`src/rtl/seq_detect_prog.sv`:
```
// Programmable serial sequence detector: compares the newest len bits against a
// masked pattern, emits a registered match pulse and a saturating match count.
module seq_detect_prog #(
  parameter int MAX_LEN = 8,
  parameter int CNT_W   = 8,
  parameter int LEN_W   = $clog2(MAX_LEN + 1)
) (
  input  logic               clk,
  input  logic               rst_n,
  input  logic               cfg_we,
  input  logic [MAX_LEN-1:0] cfg_pat,
  input  logic [MAX_LEN-1:0] cfg_mask,
  input  logic [LEN_W-1:0]   cfg_len,
  input  logic               cfg_ovl,
  input  logic               din_vld,
  input  logic               din,
  input  logic               clr_cnt,
  output logic               flag,
  output logic [CNT_W-1:0]   match_cnt
);

  localparam logic [LEN_W-1:0]   LEN_MAX = LEN_W'(MAX_LEN);
  localparam logic [LEN_W-1:0]   LEN_RST = LEN_W'((MAX_LEN < 4) ? MAX_LEN : 4);
  localparam logic [MAX_LEN-1:0] PAT_RST = MAX_LEN'(4'b1101);
  localparam logic [CNT_W-1:0]   CNT_MAX = '1;

  logic [MAX_LEN-1:0] pat, mask, hist, nh;
  logic [LEN_W-1:0]   len, fill, nf;
  logic               ovl, match;

  assign nh = {hist[MAX_LEN-2:0], din};
  assign nf = (fill == LEN_MAX) ? fill : fill + LEN_W'(1);

  // fill guards against matching on history bits older than the last reset/load
  always_comb begin
    match = din_vld && !cfg_we && (len != '0) && (nf >= len);
    for (int i = 0; i < MAX_LEN; i++) begin
      if ((i < int'(len)) && mask[i] && (nh[i] != pat[i])) match = 1'b0;
    end
  end

  always_ff @(posedge clk or negedge rst_n) begin
    if (!rst_n) begin
      pat       <= PAT_RST;
      mask      <= '1;
      len       <= LEN_RST;
      ovl       <= 1'b1;
      hist      <= '0;
      fill      <= '0;
      flag      <= 1'b0;
      match_cnt <= '0;
    end else if (cfg_we) begin
      pat       <= cfg_pat;
      mask      <= cfg_mask;
      len       <= (cfg_len > LEN_MAX) ? LEN_MAX : cfg_len;
      ovl       <= cfg_ovl;
      hist      <= '0;
      fill      <= '0;
      flag      <= 1'b0;
      match_cnt <= '0;
    end else begin
      flag <= match;
      if (din_vld) begin
        hist <= nh;
        fill <= (match && !ovl) ? '0 : nf;
      end
      if (clr_cnt)
        match_cnt <= '0;
      else if (match && (match_cnt != CNT_MAX))
        match_cnt <= match_cnt + CNT_W'(1);
    end
  end

endmodule

```
`config.mk`:
```
export PLATFORM = sky130hd
export DESIGN_NAME = seq_detect_prog
export DESIGN_NICKNAME = d
export VERILOG_FILES = /design/src/rtl/seq_detect_prog.sv
export SDC_FILE = /design/constraint.sdc
export NUM_CORES = 1
export LEC_CHECK = 0
export ABC_AREA = 1
export BUFFER_PORTS_ARGS = -buffer_cell sky130_fd_sc_hd__buf_2
export CAP_MARGIN = 30
export CELL_PAD_IN_SITES_DETAIL_PLACEMENT = 0
export CELL_PAD_IN_SITES_GLOBAL_PLACEMENT = 1
export CORE_ASPECT_RATIO = 0.8
export CORE_MARGIN = 2
export CORE_UTILIZATION = 35
export CTS_BUF_LIST = sky130_fd_sc_hd__clkbuf_4 sky130_fd_sc_hd__clkbuf_8
export DETAILED_ROUTE_END_ITERATION = 12
export PLACE_DENSITY = 0.73
export SETUP_SLACK_MARGIN = 0.1
export SYNTH_ARGS = -nofsm -noshare
export SYNTH_HDL_FRONTEND = slang
export SYNTH_SLANG_ARGS = --single-unit
```
`constraint.sdc`:
```
create_clock -name clk -period 2.3 [get_ports clk]
set_clock_uncertainty 0.05 [all_clocks]
set_input_delay 0 -clock clk [delete_from_list [all_inputs] [get_ports clk]]
set_output_delay 0 -clock clk [all_outputs]
set_load 0.05 [all_outputs]
```
==> impl_metrics.tcl, run 1 <==
set metrics [dict create \
    grt_pass1_vias 1920 \
    drc 0 \
    portBuffers 35 \
    crit_fanout 4 \
    clkTransAtPathRegs_ps 80 \
    wire_per_inst_um 11.91 \
    tritoncts "done" \
    routed_wl_um 5171 \
    dr.first_iter.drc_count 56 \
    grt_pass1_wl_um 8721 \
    antenna_left 0 \
    cts.sinks 41 \
    dp.final_hpwl_um 3608 \
    syn_to_final_growth_pct 35.86 \
    drive_gt1_share_pct 27.20 \
    synth_seq_cells 41 \
    clkLatencyLatePin_ps 290 \
    synth_cells 281 \
    die_h_um 74.89 \
    start_util_pct 36.80 \
    yosysUniqueCellTypes 29 \
    final_common_cell "nand2_1" \
    whs_ps 49.86 \
    startpoint_type "register" \
    core_area_um2 5974 \
    p_leak_nw 1.490 \
    critPathKind "reg -> reg" \
    seq_area_um2 1044 \
    worstSetupEndpointType "register" \
    yosysSeqAreaShare_pct 47.41 \
    grt_overflow 0 \
    htreeDepth 2 \
    cp.required_ps 2480 \
    grt_max_degree 42 \
    worst_slew_pin_slew_ps 923.4 \
    antenna_found_initial 0 \
    rsz0062_at_grt "true" \
    slew_violations 0 \
    maxCapViolCount 0 \
    max_clock_freq_mhz 455.6 \
    core.rowCount 25 \
    final_core_util_pct 49.99 \
    layout.nets 386 \
    vias 1951 \
    die_area_um2 6935 \
    arrival_ps 2370 \
    r2r_slack_ps 110 \
    final-setup-viol-count 0 \
    die_x_um 92.61 \
    syn-mean-instance-area_um2 7.823 \
    irDropWorstVdd_v 0.0002930 \
    first_pass_iters 6 \
    power_density_nw_per_um2 548.9 \
    final.fill_count 615 \
    hold_viol 0 \
    period_minus_slack_ps 2195 \
    grt_usage_pct 16.15 \
    cts_buffers 5 \
    synth_nets 315 \
    multi_input_area_um2 1082 \
    period_share_pct 95.42 \
    yosysWarnings 0 \
    num_io_pins 36 \
    final_cell_mix "nand2_1, inv_1, buf_2, dfrtp_1, dlygate4sd3_1" \
    outcome "finished clean" \
    place_congestion 0.7676 \
    avgViaCountPerCell 4.495 \
    n_antenna_cell 0 \
    synth_area_um2 2198 \
    root_buffer "clkbuf_8" \
    cts_buffer_depth 2 \
    hp-class "in -> reg" \
    relSlewSlack_pct 38.44 \
]
[flip-flops by register name (all words and copies together), names as in the netlist]
register,cells
len,4
pat,8
mask,8
fill,4
ovl,1
flag,1
hist,7
match_cnt,8
[through the flow]
step           std cells  area, um^2  setup slack (ps)  power (W)  setup TNS, ps
5_1_grt              434        2987            -26.50   0.001731         -136.9
4_1_cts              430        2848             112.1   0.001624              0
3_3_place_gp         394        2464             152.9   0.001057              0
3_5_place_dp         394        2464             85.14   0.001059              0
6_report             434        2987             105.3   0.001639              0
2_1_floorplan        281        2198             322.0  0.0009731              0
[path summary, 6_finish.rpt]
kind | start | cells after the start | end
setup / recovery | fill[1] | 17 | match_cnt[2]
hold / removal | din_vld | 3 | hist[0]
setup reg to reg | fill[1] | 17 | match_cnt[2]
max in group asynchronous | rst_n | 2 | fill[0]
hold reg to reg | mask[0] | 2 | mask[0]
min in group asynchronous | rst_n | 2 | pat[6]
[synthesized netlist by cell type]
master	number	share of area (%)
a21oi_2	1	0.40
o21ai_1	4	0.91
a21oi_1	4	0.91
ha_1	7	4.0
a22o_1	1	0.40
nor3_1	5	1.1
nand4_4	1	0.97
xor2_1	3	1.2
nor3b_1	2	0.68
nor2_4	3	1.5
dfrtp_1	28	32
or2_2	1	0.28
nor2_1	22	3.8
inv_2	1	0.17
dfstp_2	13	16
clkbuf_1	3	0.51
nand4_1	1	0.28
nor2_2	3	0.85
nand2_1	94	16
o22ai_1	7	2.0
buf_6	1	0.51
clkinv_4	1	0.40
nand3_1	18	4.1
inv_1	38	6.5
and3_1	1	0.28
nand2_4	2	1.0
buf_1	1	0.17
o21ai_0	14	3.2
xnor2_1	1	0.40
[routing by layer]
layer / part of all wire, % / track usage (%) / up-vias / routed length (um)
met5: 0 / 0 / - / 0
met4: 1.1 / 5.307 / 0 / 57
met3: 2.3 / 2.703 / 4 / 121
met2: 43 / 24.90 / 25 / 2231
met1: 53 / 23.46 / 898 / 2760
li1: - / - / 1024 / -
[what timing repair did]
| item | CTS | global route |
|---|---|---|
| hold buffers | 27 | 0 |
| pin swaps | 0 | 15 |
| gates cloned | 0 | 1 |
| setup endpoints to repair | 4 | 13 |
| gates resized for setup | 1 | 26 |
| buffers inserted | 1 | 3 |
| hold endpoints to repair | 53 | 0 |
[cell families (layout without fill, tap and decap cells)]
group / after synthesis / count (layout) / share of synthesized area, %
AOI/OAI and AO/OA: 31 / 31 / 7.798
buffers and inverters: 45 / 116 / 8.253
adders and majority gates: 7 / 7 / 3.984
xor gates and xnor gates: 4 / 4 / 1.594
and+or+nand+nor: 153 / 154 / 30.96
DFF: 41 / 41 / 47.41
[power by group]
part	total [W]	switching [W]	internal (W)
Sequential	0.000808	0.0000317	0.000777
Clock	0.000516	0.000244	0.000271
Combinational	0.000315	0.000180	0.000135
[area by class of cell]
type | count | share of cell area [%]
clock inverter | 1 | 0.1676
clock buffer | 7 | 3.226
sequential | 41 | 34.94
inverter | 40 | 5.195
multi-input combinational | 196 | 36.24
timing repair buffer | 68 | 16.84
tap | 81 | 3.393
[worst max-delay path: stages, from the launching register on]
cell and delay (ps):
dfrtp_1 430, inv_2 90, ha_4 140, nand2_4 60, nor2_4 130, xor2_2 170
ha_2 200, inv_2 30, nand2_1 50, nand2_1 50, nand2_1 60, nand2_1 60
nor2_2 150, nor2_4 60, buf_4 140, nand4_4 100, nand3_1 80, nand2_1 80
Power figures use the tool's default switching activity.
==> inputs of run 2 (changes only) <==
--- a/config.mk
+++ b/config.mk
@@ -15,6 +15,7 @@
 export CORE_UTILIZATION = 35
 export CTS_BUF_LIST = sky130_fd_sc_hd__clkbuf_4 sky130_fd_sc_hd__clkbuf_8
 export DETAILED_ROUTE_END_ITERATION = 12
+export GPL_TIMING_DRIVEN = 0
 export PLACE_DENSITY = 0.73
 export SETUP_SLACK_MARGIN = 0.1
 export SYNTH_ARGS = -nofsm -noshare
==> constraint.sdc (replaced) <==
create_clock -name clk -period 2.49 [get_ports clk]
set_clock_uncertainty 0.05 [all_clocks]
set_input_delay 0 -clock clk [delete_from_list [all_inputs] [get_ports clk]]
set_output_delay 0 -clock clk [all_outputs]
set_load 0.05 [all_outputs]
==> run 2 against run 1 <==
Net effect: maximum frequency down 1.9%; clock-buffer cell count shrank 1; sequential share of layout area grew 0.52 points; clock power fell by 16%; utilization shrank 0.73 points; combinational power shrank 11%; via count rose by 0.92%; sequential power fell by 7.8%; flip-flop and latch count unchanged; die area did not move; largest power group unchanged; register-to-register slack better by 150 ps.
==> impl_metrics.tcl, run 2 (synthesis gave the netlist of run 1 again) <==
set metrics [dict create \
    rsz0062_at_grt "false" \
    maxCapViolCount 0 \
    grt_pass1_wl_um 8583 \
    n_antenna_cell 0 \
    final.fill_count 612 \
    hp-class "in -> reg" \
    root_buffer "clkbuf_8" \
    cpPeakStageDelay_ps 440 \
    hold_viol 0 \
    sw_frac_of_total_pct 28.77 \
    top_regs "mask (8), match_cnt (8), pat (8)" \
    clkLatencyLatePin_ps 280 \
    power_density_nw_per_um2 495.7 \
    final_common_cell "nand2_1" \
    core_area_um2 5974 \
    grt_pass1_vias 1811 \
    first_pass_iters 4 \
    wire_per_inst_um 12.05 \
    instances_no_fill 437 \
    tritoncts "done" \
    hold_start "din_vld" \
    cts.sinks 41 \
    min_delay_path_depth 3 \
    die_area_um2 6935 \
    die_x_um 92.61 \
    r2r-end "match_cnt[7]" \
    final-setup-viol-count 0 \
    worst_slew_pin_slew_ps 927.2 \
    core.rowCount 25 \
    rr_worst_depth 14 \
    cts_buffer_depth 2 \
    stdcell_area_um2 2943 \
    dr.first_iter.drc_count 82 \
    drive_gt1_share_pct 24.44 \
    grt_overflow 0 \
    vias 1969 \
    r2r_start "fill[0]" \
    syn_to_final_growth_pct 33.86 \
    crit_top_cell "nor2_1" \
    drc 0 \
    routed_wl_um 5264 \
    r2r_slack_ps 250 \
    antenna_found_initial 0 \
    die_h_um 74.89 \
    seq_power_share_pct 51.1 \
    final_cell_mix "nand2_1, inv_1, buf_2, dlygate4sd3_1, dfrtp_1" \
    period_minus_slack_ps 2237 \
    p_comb_share_pct 19.2 \
    internal_power_w 0.001039 \
    num_io_pins 36 \
    arrival_ps 2370 \
    setup_tns_ps 0 \
    grt_usage_pct 16.02 \
    place_ws_ps 217.7 \
    start_util_pct 36.80 \
    portBuffers 34 \
    cts_buffers 5 \
    slew_violations 0 \
    final_core_util_pct 49.26 \
    clockPowerShare_pct 29.7 \
    clkTransAtPathRegs_ps 80 \
    cp.required_ps 2620 \
    seq_area_um2 1044 \
    irDropWorstVdd_v 0.0002763 \
    max_clock_freq_mhz 447.0 \
    period_share_pct 89.85 \
    dp.final_hpwl_um 3650 \
    htreeDepth 2 \
    crit_slowest_cell "dfrtp_2" \
    antenna_left 0 \
    relSlewSlack_pct 38.19 \
    dpl_cell_area_um2 2470 \
    p_switching_w 0.0004197 \
    critPathKind "reg -> reg" \
    place_congestion 0.7818 \
    whs_endpoint "hist[0]" \
    startpoint_type "register" \
    grt_max_degree 42 \
    multi_input_area_um2 1050 \
    crit_fanout 5 \
    critical_path.cell_chain "inv_1, ha_2, nand2_2, nor2_4, xor2_2, ha_2, nand2_1, nor2_1, nor2_2, nor2_4, nand4_4, buf_4, nor2_1, nor2_1" \
    worstSetupEndpointType "register" \
    outcome "finished clean" \
    p_leak_nw 1.468 \
    layout.nets 389 \
    avgViaCountPerCell 4.506 \
    setup_ws_ps 252.8 \
    placed_cells 396 \
]
## run 2: changes by cell type in the layout (fill, tap and decap cells not counted), sizes merged
cell | before | now
clkbuf | 7 | 9
dlygate4sd3 | 27 | 28
clkinv | 2 | 3
buf | 41 | 40
## run 2: timing repair
action	CTS	global route
buffers inserted	0	4
gates resized for setup	0	18
setup endpoints to repair	0	12
hold buffers	28	0
hold endpoints to repair	53	0
## run 2: critical path: cells and delay by family (launching register included)
family | cells | cell delay, ps
simple gates | 9 | 840
flops | 1 | 440
fa+ha+maj | 2 | 470
xor+xnor | 1 | 90
buf+inv | 2 | 240
## run 2: how the worst max path moves through the flow
stage,from,cells past startpoint,end
2_1_floorplan,fill[0],13,fill[0]
3_3_place_gp,fill[0],15,fill[2]
3_5_place_dp,fill[0],15,fill[2]
4_1_cts,fill[0],15,fill[2]
5_1_grt,fill[0],17,match_cnt[6]
6_report,fill[0],14,match_cnt[7]
## run 2: cell type report
| cell class | instances | area share (%) |
|---|---|---|
| repair buffers | 66 | 16.33 |
| multi-input cells | 196 | 35.67 |
| well taps | 81 | 3.444 |
| clock buffers | 6 | 2.594 |
| flip-flops and latches | 41 | 35.46 |
| inverters | 40 | 5.272 |
| plain buffers | 5 | 0.8929 |
| clock inverters | 2 | 0.3401 |
## run 2: stage by stage
stage | total power, W | hold slack [ps]
2_1_floorplan | 0.0008989 | -345.6
3_3_place_gp | 0.0009768 | 137.3
3_5_place_dp | 0.0009803 | 146.4
4_1_cts | 0.001453 | 52.12
5_1_grt | 0.001551 | 58.31
6_report | 0.001459 | 55.45
## run 2: power by group through the flow
stage | combinational [W] | sequential (W) | clock [W]
finish | 0.000281 | 0.000745 | 0.000433
CTS | 0.000257 | 0.000745 | 0.000451
global placement | 0.000221 | 0.000756 | 0
floorplan | 0.000138 | 0.000761 | 0
global route | 0.000318 | 0.000752 | 0.000482
detailed placement | 0.000223 | 0.000758 | 0
## run 2: per-layer routing
| metal | GRT usage, % | vias up | routed length, um |
|---|---|---|---|
| li1 | - | 1033 | - |
| met1 | 23.66 | 898 | 2750 |
| met4 | 3.980 | 0 | 48 |
| met5 | 0 | - | 0 |
| met2 | 24.57 | 33 | 2277 |
| met3 | 3.003 | 5 | 188 |
